[src/rtl/frame_read_sequencer_pkg.sv]
// Shared types and default sizing for the frame read sequencer.
package frame_seq_pkg;

  localparam int DEF_DATA_W    = 64;
  localparam int DEF_FRAME_LEN = 200;
  localparam int FRAME_CNT_W   = 16;

  typedef enum logic [1:0] {
    IDLE = 2'd0,
    HDR  = 2'd1,
    DATA = 2'd2
  } state_t;

endpackage

[src/rtl/frame_read_sequencer_if.sv]
// Downstream valid/ready word stream carrying frame boundary flags.
interface frame_read_sequencer_if #(
  parameter int DATA_W = frame_seq_pkg::DEF_DATA_W
);
  logic              m_valid;
  logic              m_ready;
  logic [DATA_W-1:0] m_data;
  logic              m_sof;
  logic              m_eof;

  modport master (output m_valid, output m_data, output m_sof, output m_eof, input m_ready);
  modport slave  (input m_valid, input m_data, input m_sof, input m_eof, output m_ready);
endinterface

[src/rtl/frame_read_sequencer_out_reg.sv]
// Single-entry output register: a load overwrites the entry, otherwise the
// entry is held stable until the sink takes it.
module frame_out_reg #(
  parameter int DATA_W = frame_seq_pkg::DEF_DATA_W
) (
  input  logic              clk,
  input  logic              rst_n,
  input  logic              load,
  input  logic [DATA_W-1:0] load_data,
  input  logic              load_sof,
  input  logic              load_eof,
  input  logic              ready,
  output logic              valid,
  output logic [DATA_W-1:0] data,
  output logic              sof,
  output logic              eof
);

  // Load wins; a drained entry keeps its payload but drops valid.
  always_ff @(posedge clk or negedge rst_n) begin
    if (!rst_n) begin
      valid <= 1'b0;
      data  <= '0;
      sof   <= 1'b0;
      eof   <= 1'b0;
    end else if (load) begin
      valid <= 1'b1;
      data  <= load_data;
      sof   <= load_sof;
      eof   <= load_eof;
    end else if (valid && ready) begin
      valid <= 1'b0;
    end
  end

endmodule

[src/rtl/frame_read_sequencer.sv]
// Reads ADC words from a 1-cycle-latency FIFO, prefixes each frame with a
// header word and streams the result to a valid/ready sink.
module frame_read_sequencer
  import frame_seq_pkg::*;
#(
  parameter int DATA_W    = DEF_DATA_W,
  parameter int FRAME_LEN = DEF_FRAME_LEN,
  parameter int CNT_W     = 10
) (
  input  logic                   clk,
  input  logic                   rst_n,
  input  logic                   enable,
  input  logic [DATA_W-1:0]      hdr_word,
  input  logic                   ad_empty,
  output logic                   ad_rd,
  input  logic [DATA_W-1:0]      ad_data,
  frame_read_sequencer_if.master m,
  output logic                   busy,
  output logic [FRAME_CNT_W-1:0] frame_cnt
);

  if (FRAME_LEN < 2 || FRAME_LEN > 1024) begin : g_bad_frame_len
    $error("frame_read_sequencer: FRAME_LEN must be within 2..1024");
  end
  if ((1 << CNT_W) < FRAME_LEN) begin : g_bad_cnt_w
    $error("frame_read_sequencer: CNT_W too narrow for FRAME_LEN");
  end

  localparam logic [CNT_W-1:0] LAST_CNT = CNT_W'(FRAME_LEN - 2);

  state_t            state;
  logic [CNT_W-1:0]  word_cnt;
  logic              rd_pend;
  logic              pend_last;
  logic              slot_free;
  logic              hdr_load;
  logic              out_load;
  logic [DATA_W-1:0] out_data;

  // The read strobe stays combinational so a read issues in the same cycle
  // the slot is seen free; the returning word then lands one cycle later
  // into a register that is guaranteed empty, so pending data and header
  // loads can never collide.
  assign slot_free = !m.m_valid || m.m_ready;
  assign ad_rd     = (state == DATA) && !ad_empty && slot_free && !rd_pend;
  assign hdr_load  = (state == HDR) && slot_free && !rd_pend;
  assign out_load  = rd_pend || hdr_load;
  assign out_data  = rd_pend ? ad_data : hdr_word;
  assign busy      = (state != IDLE) || m.m_valid || rd_pend;

  // Sequencer state, word counter, read-pending tracking and frame counter.
  always_ff @(posedge clk or negedge rst_n) begin
    if (!rst_n) begin
      state     <= IDLE;
      word_cnt  <= '0;
      rd_pend   <= 1'b0;
      pend_last <= 1'b0;
      frame_cnt <= '0;
    end else begin
      rd_pend   <= ad_rd;
      pend_last <= ad_rd && (word_cnt == LAST_CNT);
      if (m.m_valid && m.m_ready && m.m_sof) frame_cnt <= frame_cnt + 1'b1;
      case (state)
        IDLE: if (enable) state <= HDR;
        HDR: if (hdr_load) begin
          word_cnt <= '0;
          state    <= DATA;
        end
        DATA: if (ad_rd) begin
          word_cnt <= word_cnt + 1'b1;
          if (word_cnt == LAST_CNT) state <= enable ? HDR : IDLE;
        end
        default: state <= IDLE;
      endcase
    end
  end

  frame_out_reg #(.DATA_W(DATA_W)) u_out_reg (
    .clk       (clk),
    .rst_n     (rst_n),
    .load      (out_load),
    .load_data (out_data),
    .load_sof  (hdr_load),
    .load_eof  (rd_pend && pend_last),
    .ready     (m.m_ready),
    .valid     (m.m_valid),
    .data      (m.m_data),
    .sof       (m.m_sof),
    .eof       (m.m_eof)
  );

endmodule

[src/flat_wrapper.sv]
// flat-port wrapper written by rule: the top's interface ports become plain ports
module frame_read_sequencer_flat import frame_seq_pkg::*;
#(
  parameter int DATA_W    = DEF_DATA_W,
  parameter int FRAME_LEN = DEF_FRAME_LEN,
  parameter int CNT_W     = 10
)
  (clk, rst_n, enable, hdr_word, ad_empty, ad_rd, ad_data, busy, frame_cnt, m_m_valid, m_m_data, m_m_sof, m_m_eof, m_m_ready);
  frame_read_sequencer_if #(.DATA_W(DATA_W)) m_i ();
  input  logic clk;
  input  logic rst_n;
  input  logic enable;
  input  logic [DATA_W-1:0] hdr_word;
  input  logic ad_empty;
  output logic ad_rd;
  input  logic [DATA_W-1:0] ad_data;
  output logic busy;
  output logic [FRAME_CNT_W-1:0] frame_cnt;
  output wire logic [$bits(m_i.m_valid)-1:0] m_m_valid;
  output wire logic [$bits(m_i.m_data)-1:0] m_m_data;
  output wire logic [$bits(m_i.m_sof)-1:0] m_m_sof;
  output wire logic [$bits(m_i.m_eof)-1:0] m_m_eof;
  input wire logic [$bits(m_i.m_ready)-1:0] m_m_ready;
  assign m_m_valid = m_i.m_valid;
  assign m_m_data = m_i.m_data;
  assign m_m_sof = m_i.m_sof;
  assign m_m_eof = m_i.m_eof;
  assign m_i.m_ready = m_m_ready;
  frame_read_sequencer #(.DATA_W(DATA_W), .FRAME_LEN(FRAME_LEN), .CNT_W(CNT_W)) u_core (.clk(clk), .rst_n(rst_n), .enable(enable), .hdr_word(hdr_word), .ad_empty(ad_empty), .ad_rd(ad_rd), .ad_data(ad_data), .m(m_i), .busy(busy), .frame_cnt(frame_cnt));
endmodule
[config.mk]
export PLATFORM = sky130hd
export DESIGN_NAME = frame_read_sequencer_flat
export DESIGN_NICKNAME = d
export VERILOG_FILES = /design/src/rtl/frame_read_sequencer_pkg.sv /design/src/rtl/frame_read_sequencer_if.sv /design/src/rtl/frame_read_sequencer_out_reg.sv /design/src/rtl/frame_read_sequencer.sv /design/src/flat_wrapper.sv
export SDC_FILE = /design/constraint.sdc
export NUM_CORES = 1
export LEC_CHECK = 0
export CAP_MARGIN = 20
export CORE_ASPECT_RATIO = 1.2
export CORE_MARGIN = 2
export CORE_UTILIZATION = 45
export DETAILED_ROUTE_END_ITERATION = 10
export PLACE_DENSITY = 0.87
export SLEW_MARGIN = 5
export SYNTH_ARGS = -nofsm -noshare
export SYNTH_HDL_FRONTEND = slang
export SYNTH_SLANG_ARGS = --single-unit
[constraint.sdc]
create_clock -name clk -period 4.75 [get_ports clk]
set_clock_uncertainty 0.1 [all_clocks]
set_input_delay 0.475 -clock clk [delete_from_list [all_inputs] [get_ports clk]]
set_output_delay 0.475 -clock clk [all_outputs]
set_load 0.03 [all_outputs]
# ---- After elaboration in Yosys (flattened, before gate mapping)
# Index checks and enable logic that the tools add are counted.
dict set report word_totals {
  ff_bits 97
  input_bits 133
  out_inout_bits 85
  wordCells 52
}
dict set report op_classes {
  addsub 2
  eq_ne 7
  n_mux 12
  n_reduce_logical 22
}
# operator n
set ops {}
lappend ops {{2-to-1 mux 64 bit} 1}
lappend ops {{2-to-1 mux 10 bit} 2}
lappend ops {{one-hot mux 10 bit (2 select lines)} 1}
lappend ops {{adder 16 x 1 -> 16 bit, second input constant} 1}
lappend ops {{adder 10 x 1 -> 10 bit, second input constant} 1}
lappend ops {{== test 10 x 8 -> 1 bit, second input constant} 1}
lappend ops {{logical AND 1 bit} 9}
lappend ops {{2-to-1 mux 2 bit} 4}
lappend ops {{one-hot mux 2 bit (3 select lines)} 1}
lappend ops {{nonzero test 2 bit} 3}
lappend ops {{logical OR 1 bit} 4}
lappend ops {{!= test 2 x 1 -> 1 bit, second input constant} 2}
lappend ops {{!= test 2 bit, second input constant} 2}
lappend ops {{AND reduction 4 bit} 1}
lappend ops {{zero test 1 bit} 3}
lappend ops {{2-to-1 mux 1 bit} 3}
lappend ops {{AND reduction 3 bit} 1}
lappend ops {{== test 2 x 1 -> 1 bit, second input constant} 1}
lappend ops {{== test 2 bit, second input constant} 1}
lappend ops {{zero test 2 bit} 1}

# ---- Depth between registers and ports, before layout
dict set report depth {
  ltp_word 6
  ltp_mapped 8
  ltp_nobuf 6
}

# ---- Modules after synthesis
# Synthesis repeated with hierarchy kept, for this count alone.
dict set report unflattened {
  cells_unflattened 356
  area_unflattened_um2 4873.4
}
# mod instances cells_each area_each_um2 seq_area_each_um2
set by_module_without_submodules {}
lappend by_module_without_submodules {frame_out_reg 1 142 2596.2 1676.6}
lappend by_module_without_submodules {frame_read_sequencer 1 214 2277.2 750.7}

# ---- Least setup slack after synthesis
# No wires, ideal clock.
dict set report synth_timing {
  kind {reg-to-output}
  start {register u_core.state[0]}
  end {output port ad_rd}
  t_arrival_ps 2021
  required_time_ps 4175
  slack_ps 2154
  stages_incl_launch_ff 6
  n_path_buf 2
  path_cell_list {dfrtp_1 -> inv_1 -> ha_1 -> clkbuf_1 -> clkbuf_1 -> nor3b_1}
}
dict set report synth_via {
  elab_chain_len 4
}
# item line_no
set synth_lines {}
lappend synth_lines {{from (decl)} frame_read_sequencer.sv:31} ;# state_t state;
lappend synth_lines {{from (signal assigned)} frame_read_sequencer.sv:71} ;# if (word_cnt == LAST_CNT) state <= enable ? HDR : IDLE;
lappend synth_lines {{== test 2 bit} frame_read_sequencer.sv:45} ;# assign ad_rd = (state == DATA) && !ad_empty && slot_free && !rd_pend;
lappend synth_lines {{logical AND 1 bit (3 in a row)} frame_read_sequencer.sv:45}
lappend synth_lines {{to (decl)} flat_wrapper.sv:15} ;# output logic ad_rd;
# No other way between the ends.

# ---- Final worst setup path
# Same ends and word-level chain as after synthesis.

==> impl_metrics.tcl <==
set metrics [dict create \
    outcome "complete, no violations" \
    htree_levels 3 \
    grt_pass1_vias 4039 \
    period_share 0.6483 \
    pre_cts_slack_ns 1.818 \
    dp.cells 764 \
    grt_pass1_wl_mm 19.35 \
    reg2reg_from "u_core.state[0]" \
    syn_nets 582 \
    post_cts_buffers 0 \
    final.setup.tns_ns 0 \
    viasPerCell 5.122 \
    cts_made_buffers 9 \
    yosysMostFrequentCell "dfrtp_1" \
    layout_min_cycle_time_ns 3.079 \
    setup_viol 0 \
    wirelength_mm 12.48 \
    wl_per_cell_um 16.02 \
    io_buffers 217 \
    p_per_area_nw_per_um2 606.9 \
    dieArea_um2 11090 \
    synth_area_leader_cell "dfrtp_1" \
    p_seq_frac 0.310 \
    p_sw_frac 0.4214 \
    irDropWorstVdd_v 0.0003414 \
    areaGrowthSynthToFinish_pct 55.31 \
    rsz0062_at_grt "no" \
    first_pass_iters 4 \
    finalHoldViolCount 0 \
    design_area_um2 7171 \
    nFillCells 733 \
    ys_seq_area_frac 0.5257 \
    path_clk_slew_ns 0.07 \
    ys.flop_type "dfrtp_1" \
    layout-drive-gt1-share 0.04594 \
    ant_nets 0 \
    instances_no_fill 779 \
    fmax_mhz 324.7 \
    max_slew_margin 0.5289 \
    syn_inst 442 \
    synth_cell_type_count 40 \
    critPathArrivalTime_ns 2.50 \
    vias 3990 \
    io_pins 218 \
    ys_warn_count 0 \
    cts_sinks 97 \
    placed_area_um2 6868 \
    cts-root-buf "clkbuf_16" \
    std_cell_rows 40 \
    dp_hpwl_mm 9.419 \
    crit_required_ns 4.18 \
    grt_max_degree 68 \
    finalMaxSlewViolations 0 \
    nNetsFinal 789 \
    p_comb_frac 0.517 \
    internal-power_mw 2.518 \
    crit_type "flip-flop to primary output" \
    die_y_um 115.0 \
    die_w_um 96.47 \
    cts_tree "yes" \
    power.switching_mw 1.834 \
    cp-startpoint "u_core.state[0]" \
    synth-edff-count 0 \
    antenna_found_initial 0 \
    setup_ws_ns 1.671 \
    cts_max_path_buffers 2 \
    p_leak_nw 2.937 \
    synth.cells.most_frequent "dfrtp_1 (97), nand2_1 (78), o21ai_1 (66)" \
    cp-start-kind "flip-flop" \
    start_util 0.4613 \
    hold_buffers 0 \
    finalPower_mw 4.352 \
    core_area_um2 10010 \
    netlist_area_um2 4617 \
    synth_top_area_share 0.5257 \
    synthArstFlopShare 1.000 \
    tightest_slew_ns 0.7066 \
    gp_congestion 0.8267 \
    synth_area_leaders "dfrtp_1 (53%), mux2i_1 (14%), o21ai_1 (7.2%)" \
    gr-usage-all-layers 0.2266 \
    drc 0 \
    grt_overflow 0 \
    syn_area_per_cell_um2 10.45 \
    hold_class "primary input to async pin" \
    insertedDiodeCount 0 \
    ys_ff_latch 97 \
    max_cap_violations 0 \
    dr.first_iter.drc_count 123 \
    clockPowerShare 0.173 \
    worst_skew_pair.late_latency_ns 0.34 \
    cts_resized 0 \
    critical_path.max_fanout 22 \
    endpoint_kind "primary output" \
]
==> cell usage in the layout (no fill, tap or decap), types with 2 or more instances in the layout <==
cell / netlist / layout
clkdlybuf4s50_1: 0 / 216
dfrtp_1: 97 / 96
nand2_1: 78 / 78
o21ai_1: 66 / 66
mux2i_1: 64 / 64
nand3_1: 12 / 12
nor2_1: 10 / 10
o21ai_0: 9 / 9
xnor2_1: 9 / 9
clkbuf_16: 0 / 9
nand2b_1: 7 / 7
ha_1: 7 / 7
nand4_1: 6 / 6
xor2_1: 6 / 6
inv_1: 5 / 5
buf_4: 2 / 5
and3_1: 4 / 4
nand3b_1: 4 / 4
a22o_1: 3 / 3
nor3b_1: 2 / 2
nor4b_1: 2 / 2
o211ai_1: 2 / 2
o221ai_1: 2 / 2
a21oi_1: 3 / 2
a211o_1: 2 / 2
mux2_4: 2 / 2
nor4_2: 2 / 2
nor3_1: 2 / 2
clkbuf_1: 5 / 2
bufinv_16: 0 / 2
clkinv_2: 0 / 2
==> sequential cells by signal (all words and copies together), names as in the netlist <==
name / count
u_core.u_out_reg.sof: 1
u_core.word_cnt: 10
u_core.u_out_reg.valid: 1
u_core.u_out_reg.eof: 1
u_core.frame_cnt: 16
u_core.u_out_reg.data: 64
u_core.rd_pend: 1
u_core.state: 2
u_core.pend_last: 1
==> power by group through the flow <==
stage	combinational, mW	clock (mW)	sequential, mW
final	2.25	0.754	1.35
after CTS	2.27	0.763	1.35
after global placement	2.20	0	1.34
after detailed placement	2.26	0	1.37
after global routing	2.43	0.806	1.39
after floorplan	0.812	0	1.90
==> worst max-delay path, stage by stage (launching register included) <==
cell and delay [ns]:
dfrtp_1 0.41, inv_1 0.10, ha_1 0.62, nor3b_1 0.32, clkdlybuf4s50_1 0.71
==> cells by family after synthesis <==
family          after synthesis  synth area share
compound gates               90            0.1084
xor+xnor                     15           0.02846
fa+ha+maj                     7           0.01897
buf+inv                      31           0.03117
flops                        97            0.5257
mux                          67            0.1477
simple gates                135            0.1396
==> stage by stage <==
stage	utilization	hold WS, ns
3_5_place_dp	0.6861	0.3714
3_3_place_gp	0.6861	0.3636
6_report	0.7164	0.06482
5_1_grt	0.7164	0.1157
2_1_floorplan	-	0.07941
4_1_cts	0.7164	0.09315
==> final cells by class <==
cell class              instances  area, µm²  area share
flip-flops and latches         97       2431      0.3390
clock buffers                  11      232.7     0.03246
clock inverters                 4      70.07    0.009771
multi-input cells             314       2057      0.2869
well taps                     126      157.7     0.02199
repair buffers                221       2200      0.3068
inverters                       6      22.52    0.003141
==> path summary, 6_finish.rpt <==
kind	end	slack, ns	cells after the start
hold reg to reg	u_core.u_out_reg.data[42]	0.38	2
max in group asynchronous	u_core.u_out_reg.data[8]	3.42	2
setup / recovery	ad_rd	1.67	4
setup reg to reg	u_core.word_cnt[5]	2.11	6
min in group clk	u_core.u_out_reg.data[42]	0.38	2
hold / removal	u_core.u_out_reg.data[3]	0.06	1
==> per-layer routing <==
layer  part of all wire  vias up  wire [µm]  GRT usage
li1                   -     1948          -          -
met1               0.37     1862       4590     0.2560
met2               0.52      153       6489     0.4032
met3              0.082       27       1028    0.05242
met4              0.030        0        376    0.09953
met5                  0        -          0          0
No activity file was read; power rests on OpenSTA's default activity.
